--- config.mk ---
export PLATFORM = sky130hd
export DESIGN_NAME = mult_cmd_issuer
export DESIGN_NICKNAME = d
export VERILOG_FILES = /design/src/rtl/mult_pkg.sv /design/src/rtl/mult_cmd_fifo.sv /design/src/rtl/mult_cmd_issuer.sv
export SDC_FILE = /design/constraint.sdc
export NUM_CORES = 1
export LEC_CHECK = 0
export ABC_AREA = 1
export BUFFER_PORTS_ARGS = -buffer_cell sky130_fd_sc_hd__buf_2
export CORE_MARGIN = 2
export CORE_UTILIZATION = 35
export DETAILED_ROUTE_END_ITERATION = 10
export PLACE_DENSITY = 0.51
export SYNTH_ARGS = -nofsm -noshare
export SYNTH_HDL_FRONTEND = slang
export SYNTH_SLANG_ARGS = --single-unit
--- constraint.sdc ---
create_clock -name clk -period 5.69 [get_ports clk]
set_clock_uncertainty 0.2 [all_clocks]
set_input_delay 1.138 -clock clk [delete_from_list [all_inputs] [get_ports clk]]
set_output_delay 1.138 -clock clk [all_outputs]
set_load 0.01 [all_outputs]
--- src/rtl/mult_pkg.sv ---
// Shared types and defaults for the multiplier command issuer.
// Holds the FSM state enum, the queued command record, and the parity helper.
package mult_pkg;

    localparam int MULT_DEPTH   = 4;
    localparam int MULT_TIMEOUT = 64;

    typedef enum logic [1:0] {
        ST_IDLE,
        ST_REQ,
        ST_WAIT_RDY
    } state_t;

    // One queued operand pair with its parity bits (34 bits total).
    typedef struct packed {
        logic [15:0] a;
        logic [15:0] b;
        logic        pa;
        logic        pb;
    } cmd_t;

    localparam int CMD_W = $bits(cmd_t);

    // Even parity over a 16-bit operand.
    function automatic logic parity16(input logic [15:0] v);
        return ^v;
    endfunction

endpackage

--- src/rtl/mult_cmd_fifo.sv ---
// Synchronous FIFO of packed operand commands with first-word fall-through read.
// Ports: clk, rst_n, push/wdata, pop/rdata, full, empty.
module mult_cmd_fifo
    import mult_pkg::*;
#(
    parameter int DEPTH = MULT_DEPTH,
    parameter int WIDTH = CMD_W
) (
    input  logic             clk,
    input  logic             rst_n,
    input  logic             push,
    input  logic [WIDTH-1:0] wdata,
    input  logic             pop,
    output logic [WIDTH-1:0] rdata,
    output logic             full,
    output logic             empty
);

    localparam int AW = (DEPTH > 1) ? $clog2(DEPTH) : 1;
    localparam int CW = $clog2(DEPTH) + 1;

    logic [WIDTH-1:0] mem [DEPTH];
    logic [AW-1:0]    wr_ptr;
    logic [AW-1:0]    rd_ptr;
    logic [CW-1:0]    count;

    logic do_push;
    logic do_pop;

    assign do_push = push && !full;
    assign do_pop  = pop && !empty;

    assign full  = (count == CW'(DEPTH));
    assign empty = (count == '0);
    assign rdata = mem[rd_ptr];

    always_ff @(posedge clk) begin
        if (do_push) begin
            mem[wr_ptr] <= wdata;
        end
    end

    always_ff @(posedge clk or negedge rst_n) begin
        if (!rst_n) begin
            wr_ptr <= '0;
            rd_ptr <= '0;
            count  <= '0;
        end else begin
            if (do_push) begin
                wr_ptr <= wr_ptr + 1'b1;
            end
            if (do_pop) begin
                rd_ptr <= rd_ptr + 1'b1;
            end
            // Simultaneous push and pop leave occupancy unchanged.
            unique case ({do_push, do_pop})
                2'b10:   count <= count + 1'b1;
                2'b01:   count <= count - 1'b1;
                default: count <= count;
            endcase
        end
    end

endmodule

--- src/rtl/mult_cmd_issuer.sv ---
// Queues operand pairs with parity and issues them to a req/ack multiplier.
// Ports: in_* push side, m_* multiplier side, busy/issued_cnt/timeout_err status.
module mult_cmd_issuer
    import mult_pkg::*;
#(
    parameter int DEPTH   = MULT_DEPTH,
    parameter int TIMEOUT = MULT_TIMEOUT
) (
    input  logic               clk,
    input  logic               rst_n,
    input  logic               in_valid,
    output logic               in_ready,
    input  logic signed [15:0] in_a,
    input  logic signed [15:0] in_b,
    input  logic               in_corrupt_a,
    input  logic               in_corrupt_b,
    output logic signed [15:0] m_arg_a,
    output logic signed [15:0] m_arg_b,
    output logic               m_arg_a_parity,
    output logic               m_arg_b_parity,
    output logic               m_req,
    input  logic               m_ack,
    input  logic               m_result_rdy,
    output logic               busy,
    output logic [15:0]        issued_cnt,
    output logic               timeout_err
);

    localparam int TW = $clog2(TIMEOUT + 1);

    state_t     state;
    logic [TW-1:0] tcnt;

    cmd_t       wr_cmd;
    cmd_t       rd_cmd;
    logic [CMD_W-1:0] rd_bits;
    logic       full;
    logic       empty;
    logic       push;
    logic       pop;
    logic       tmo_hit;

    assign in_ready = !full;
    assign push     = in_valid && in_ready;
    assign pop      = (state == ST_IDLE) && !empty;
    assign busy     = (state != ST_IDLE);
    assign tmo_hit  = (tcnt == TW'(TIMEOUT - 1));

    always_comb begin
        wr_cmd    = '0;
        wr_cmd.a  = in_a;
        wr_cmd.b  = in_b;
        wr_cmd.pa = parity16(in_a) ^ in_corrupt_a;
        wr_cmd.pb = parity16(in_b) ^ in_corrupt_b;
    end

    assign rd_cmd = cmd_t'(rd_bits);

    mult_cmd_fifo #(
        .DEPTH (DEPTH),
        .WIDTH (CMD_W)
    ) u_fifo (
        .clk   (clk),
        .rst_n (rst_n),
        .push  (push),
        .wdata (wr_cmd),
        .pop   (pop),
        .rdata (rd_bits),
        .full  (full),
        .empty (empty)
    );

    always_ff @(posedge clk or negedge rst_n) begin
        if (!rst_n) begin
            state          <= ST_IDLE;
            tcnt           <= '0;
            m_req          <= 1'b0;
            m_arg_a        <= '0;
            m_arg_b        <= '0;
            m_arg_a_parity <= 1'b0;
            m_arg_b_parity <= 1'b0;
            issued_cnt     <= '0;
            timeout_err    <= 1'b0;
        end else begin
            timeout_err <= 1'b0;
            unique case (state)
                ST_IDLE: begin
                    if (!empty) begin
                        m_arg_a        <= rd_cmd.a;
                        m_arg_b        <= rd_cmd.b;
                        m_arg_a_parity <= rd_cmd.pa;
                        m_arg_b_parity <= rd_cmd.pb;
                        m_req          <= 1'b1;
                        tcnt           <= '0;
                        state          <= ST_REQ;
                    end
                end
                ST_REQ: begin
                    tcnt <= tcnt + 1'b1;
                    // A completion on the final cycle still counts as success.
                    if (m_ack && m_result_rdy) begin
                        m_req      <= 1'b0;
                        issued_cnt <= issued_cnt + 1'b1;
                        state      <= ST_IDLE;
                    end else if (m_ack) begin
                        m_req <= 1'b0;
                        state <= ST_WAIT_RDY;
                    end else if (tmo_hit) begin
                        m_req       <= 1'b0;
                        timeout_err <= 1'b1;
                        state       <= ST_IDLE;
                    end
                end
                ST_WAIT_RDY: begin
                    tcnt <= tcnt + 1'b1;
                    if (m_result_rdy) begin
                        issued_cnt <= issued_cnt + 1'b1;
                        state      <= ST_IDLE;
                    end else if (tmo_hit) begin
                        timeout_err <= 1'b1;
                        state       <= ST_IDLE;
                    end
                end
                default: begin
                    m_req <= 1'b0;
                    state <= ST_IDLE;
                end
            endcase
        end
    end

endmodule

==> flow_metrics.py <==
metrics = {
    "status": {
        "outcome": "finished, final reports clean",
    },
    "power": {
        "total_power_w": 0.00549,
        "p_per_area_nw_per_um2": 530,
        "swShare_pct": 35.3,
        "p_int_w": 0.00355,
        "pwr-share-seq_pct": 39.7,
        "power_frac_comb_pct": 32.2,
        "clkPwrFrac_pct": 28.1,
        "peakVddDrop_v": 0.000255,
        "net-switching-power_w": 0.00194,
        "p_leak_nw": 4.22,
    },
    "synthesis": {
        "synth_common_cells": "nor2_1 (191), edfxtp_1 (136), nand2_1 (110), dfrtp_1 (68), o21ai_0 (65)",
        "synth_area_sq_um": 8750,
        "synth_edf_count": 136,
        "yosysWarnings": 0,
        "synth_top_area_cell": "edfxtp_1",
        "postSynthCellCount": 808,
        "synth_ff_type": "edfxtp_1",
        "yosysUniqueCellTypes": 34,
        "ys_async_sr_fraction_pct": 33.3,
        "synth_most_common_cell": "nor2_1",
        "syn_nets": 859,
        "avgSynthCellArea_sq_um": 10.8,
        "yosysTopAreaCellShare_pct": 46.7,
        "ys_ff_latch": 204,
        "ys_seq_area_share_pct": 66.1,
        "synthTopCellsByArea": "edfxtp_1 (47%), dfrtp_1 (19%), nor2_1 (8.2%), nand2_1 (4.7%), o21ai_0 (3.7%)",
    },
    "layout": {
        "antenna_cells": 0,
        "stdcell_count": 1242,
        "post-route-util_pct": 42.4,
        "area_growth_pct": 18.4,
        "layout.nets": 952,
        "drive_above_1_share_pct": 17.1,
    },
    "sta": {
        "fin_setup_tns_ns": 0,
        "period_share_pct": 51.7,
        "setup_violations": 0,
        "clock.fmax_ghz": 0.340,
        "tightest_slew_ns": 1.12,
        "min_period_ns": 2.94,
        "drv_slew": 0,
        "final_hold_viol_count": 0,
        "slew_headroom_pct": 25.1,
        "rsz0062_at_grt": "no",
    },
    "clock_tree": {
        "post_cts_resized": 0,
        "clk_pin_slew_ns": 0.06,
        "cts_sinks": 204,
        "clockRootBuffer": "clkbuf_16",
        "cts_setup_buffers": 0,
        "worstSkewPairLatency_ns": 0.52,
        "cts_max_level": 1,
        "cts_tree": "yes",
        "cts_max_path_buffers": 3,
        "hold_buffers": 0,
        "numCtsBuffers": 23,
    },
    "route": {
        "drt_first_pass_iters": 4,
        "viasPerCell": 4.59,
        "wl_per_cell_um": 15.1,
        "totalWireLength_um": 18700,
        "num_vias": 5706,
        "dr.first_iter.drc_count": 443,
        "drtAntennaViolNets": 0,
        "remaining_drc_errors": 0,
    },
    "global_route": {
        "grt_pass1_vias": 5795,
        "grt-ovfl-total": 0,
        "grt_max_degree": 72,
        "grt_pass1_wl_um": 30600,
        "track_usage_pct": 14.6,
        "grt_antenna_before_repair": 0,
    },
    "floorplan": {
        "start_util_pct": 35.8,
        "die_w_um": 162,
        "ios": 93,
        "die-area_sq_um": 26300,
        "fp.dieH_um": 162,
        "rows": 57,
        "coreArea_sq_um": 24500,
    },
    "worst_setup_path": {
        "path_class": "register to register",
        "crit_arrival_ns": 3.14,
        "r2r_end": "u_fifo.count[2]",
        "path_max_fanout": 71,
        "path_delay_family": "buffers and inverters",
        "ff2ff_setup_slack_ns": 2.75,
        "cp-start-kind": "register",
        "regToRegStartpoint": "state[0]",
        "cpMostUsedCell": "inv_1",
        "worstRegToRegCells": 11,
        "path_cells": "inv_1 -> ha_1 -> inv_1 -> nor2_4 -> buf_4 -> ha_1 -> inv_1 -> fa_1 -> a21oi_1 -> o21ai_0 -> xnor2_1",
        "slowest_delay_ns": 0.60,
        "cp_slowest_cell": "buf_4",
        "cp.required_ns": 5.88,
        "path_buf_inv": 4,
        "worstSetupEndpointType": "register",
    },
    "worst_hold_path": {
        "hp-start": "tcnt[6]",
        "min_to": "timeout_err",
        "min_path_cells": 1,
        "hold_class": "register to register",
    },
    "placement": {
        "gp_congestion": 0.715,
        "portBuffers": 92,
        "placed_cells": 1200,
        "dp_hpwl_um": 11100,
    },
    "flow_run": {
        "timing.max_cap.violations": 0,
    },
}
==> how the worst max path moves through the flow <==
stage	from	endpoint	slack, ns	depth (start not counted)
4_1_cts	state[0]	u_fifo.count[2]	2.72	11
3_3_place_gp	in_valid	u_fifo.mem[2][3]	2.53	3
2_1_floorplan	in_valid	u_fifo.mem[0][0]	2.31	2
5_1_grt	state[0]	u_fifo.count[2]	2.51	11
6_report	state[0]	u_fifo.count[2]	2.75	11
3_5_place_dp	in_valid	u_fifo.mem[2][3]	2.50	3
==> registers in the layout, indices dropped and copies added, names as in the netlist <==
name / cells
m_arg_b: 16
tcnt: 7
issued_cnt: 16
u_fifo.rd_ptr: 2
m_arg_b_parity: 1
timeout_err: 1
m_req: 1
m_arg_a: 16
u_fifo.count: 3
u_fifo.wr_ptr: 2
m_arg_a_parity: 1
state: 2
u_fifo.mem: 136
==> cell type report <==
cell class / count / area [sq um]
Clock buffer: 34 / 677
Clock inverter: 8 / 126
Fill cell: 2335 / 14100
Inverter: 56 / 210
Multi-Input combinational cell: 519 / 2650
Sequential cell: 204 / 5790
Tap cell: 324 / 405
Timing Repair Buffer: 97 / 500
==> metal layers <==
layer | share of wire (%) | global-route usage, %
met5 | 0 | 0
met4 | 2.5 | 4.14
met2 | 46 | 24.1
met1 | 48 | 20.0
met3 | 3.8 | 2.35
==> power groups by stage <==
stage | Combinational, W | Sequential (W) | Clock, W
2_1_floorplan | 0.00117 | 0.00226 | 0
3_3_place_gp | 0.00179 | 0.00221 | 0
3_5_place_dp | 0.00180 | 0.00221 | 0
4_1_cts | 0.00181 | 0.00219 | 0.00158
5_1_grt | 0.00203 | 0.00223 | 0.00164
6_report | 0.00177 | 0.00218 | 0.00154
==> layout by cell type (no fill, tap or decap), types with 3 or more instances in the layout <==
cell and count:
nand3_1 16, nand2_4 3, clkbuf_8 6, nor2_1 187, nor3_1 6, xnor2_1 18
nand2_2 4, bufinv_16 3, ha_1 11, a31oi_1 34, clkbuf_1 5, o21ai_0 65
clkinv_1 3, a21oi_1 6, inv_1 53, xor2_1 25, dfrtp_1 67, inv_2 3
buf_2 91, nand2_1 110, buf_4 6, edfxtp_1 136, o21ai_1 13, nor2_4 7
clkbuf_16 23
==> cell families after synthesis <==
| kind of cell | share of synthesized area (%) |
|---|---|
| simple gates | 16.2 |
| flops | 66.1 |
| compound gates | 7.48 |
| buf+inv | 3.96 |
| xor+xnor | 4.30 |
| fa+ha+maj | 1.80 |
| mux | 0.129 |
==> per-stage QoR <==
stage | worst slack, ns | area (sq um) | hold WS, ns
5_1_grt | 2.51 | 10400 | 0.326
6_report | 2.75 | 10400 | 0.296
4_1_cts | 2.72 | 10400 | 0.306
3_3_place_gp | 2.53 | 9560 | 0.283
3_5_place_dp | 2.50 | 9560 | 0.287
2_1_floorplan | 2.31 | 8750 | 0.252
(Power assumes the default switching activity.)
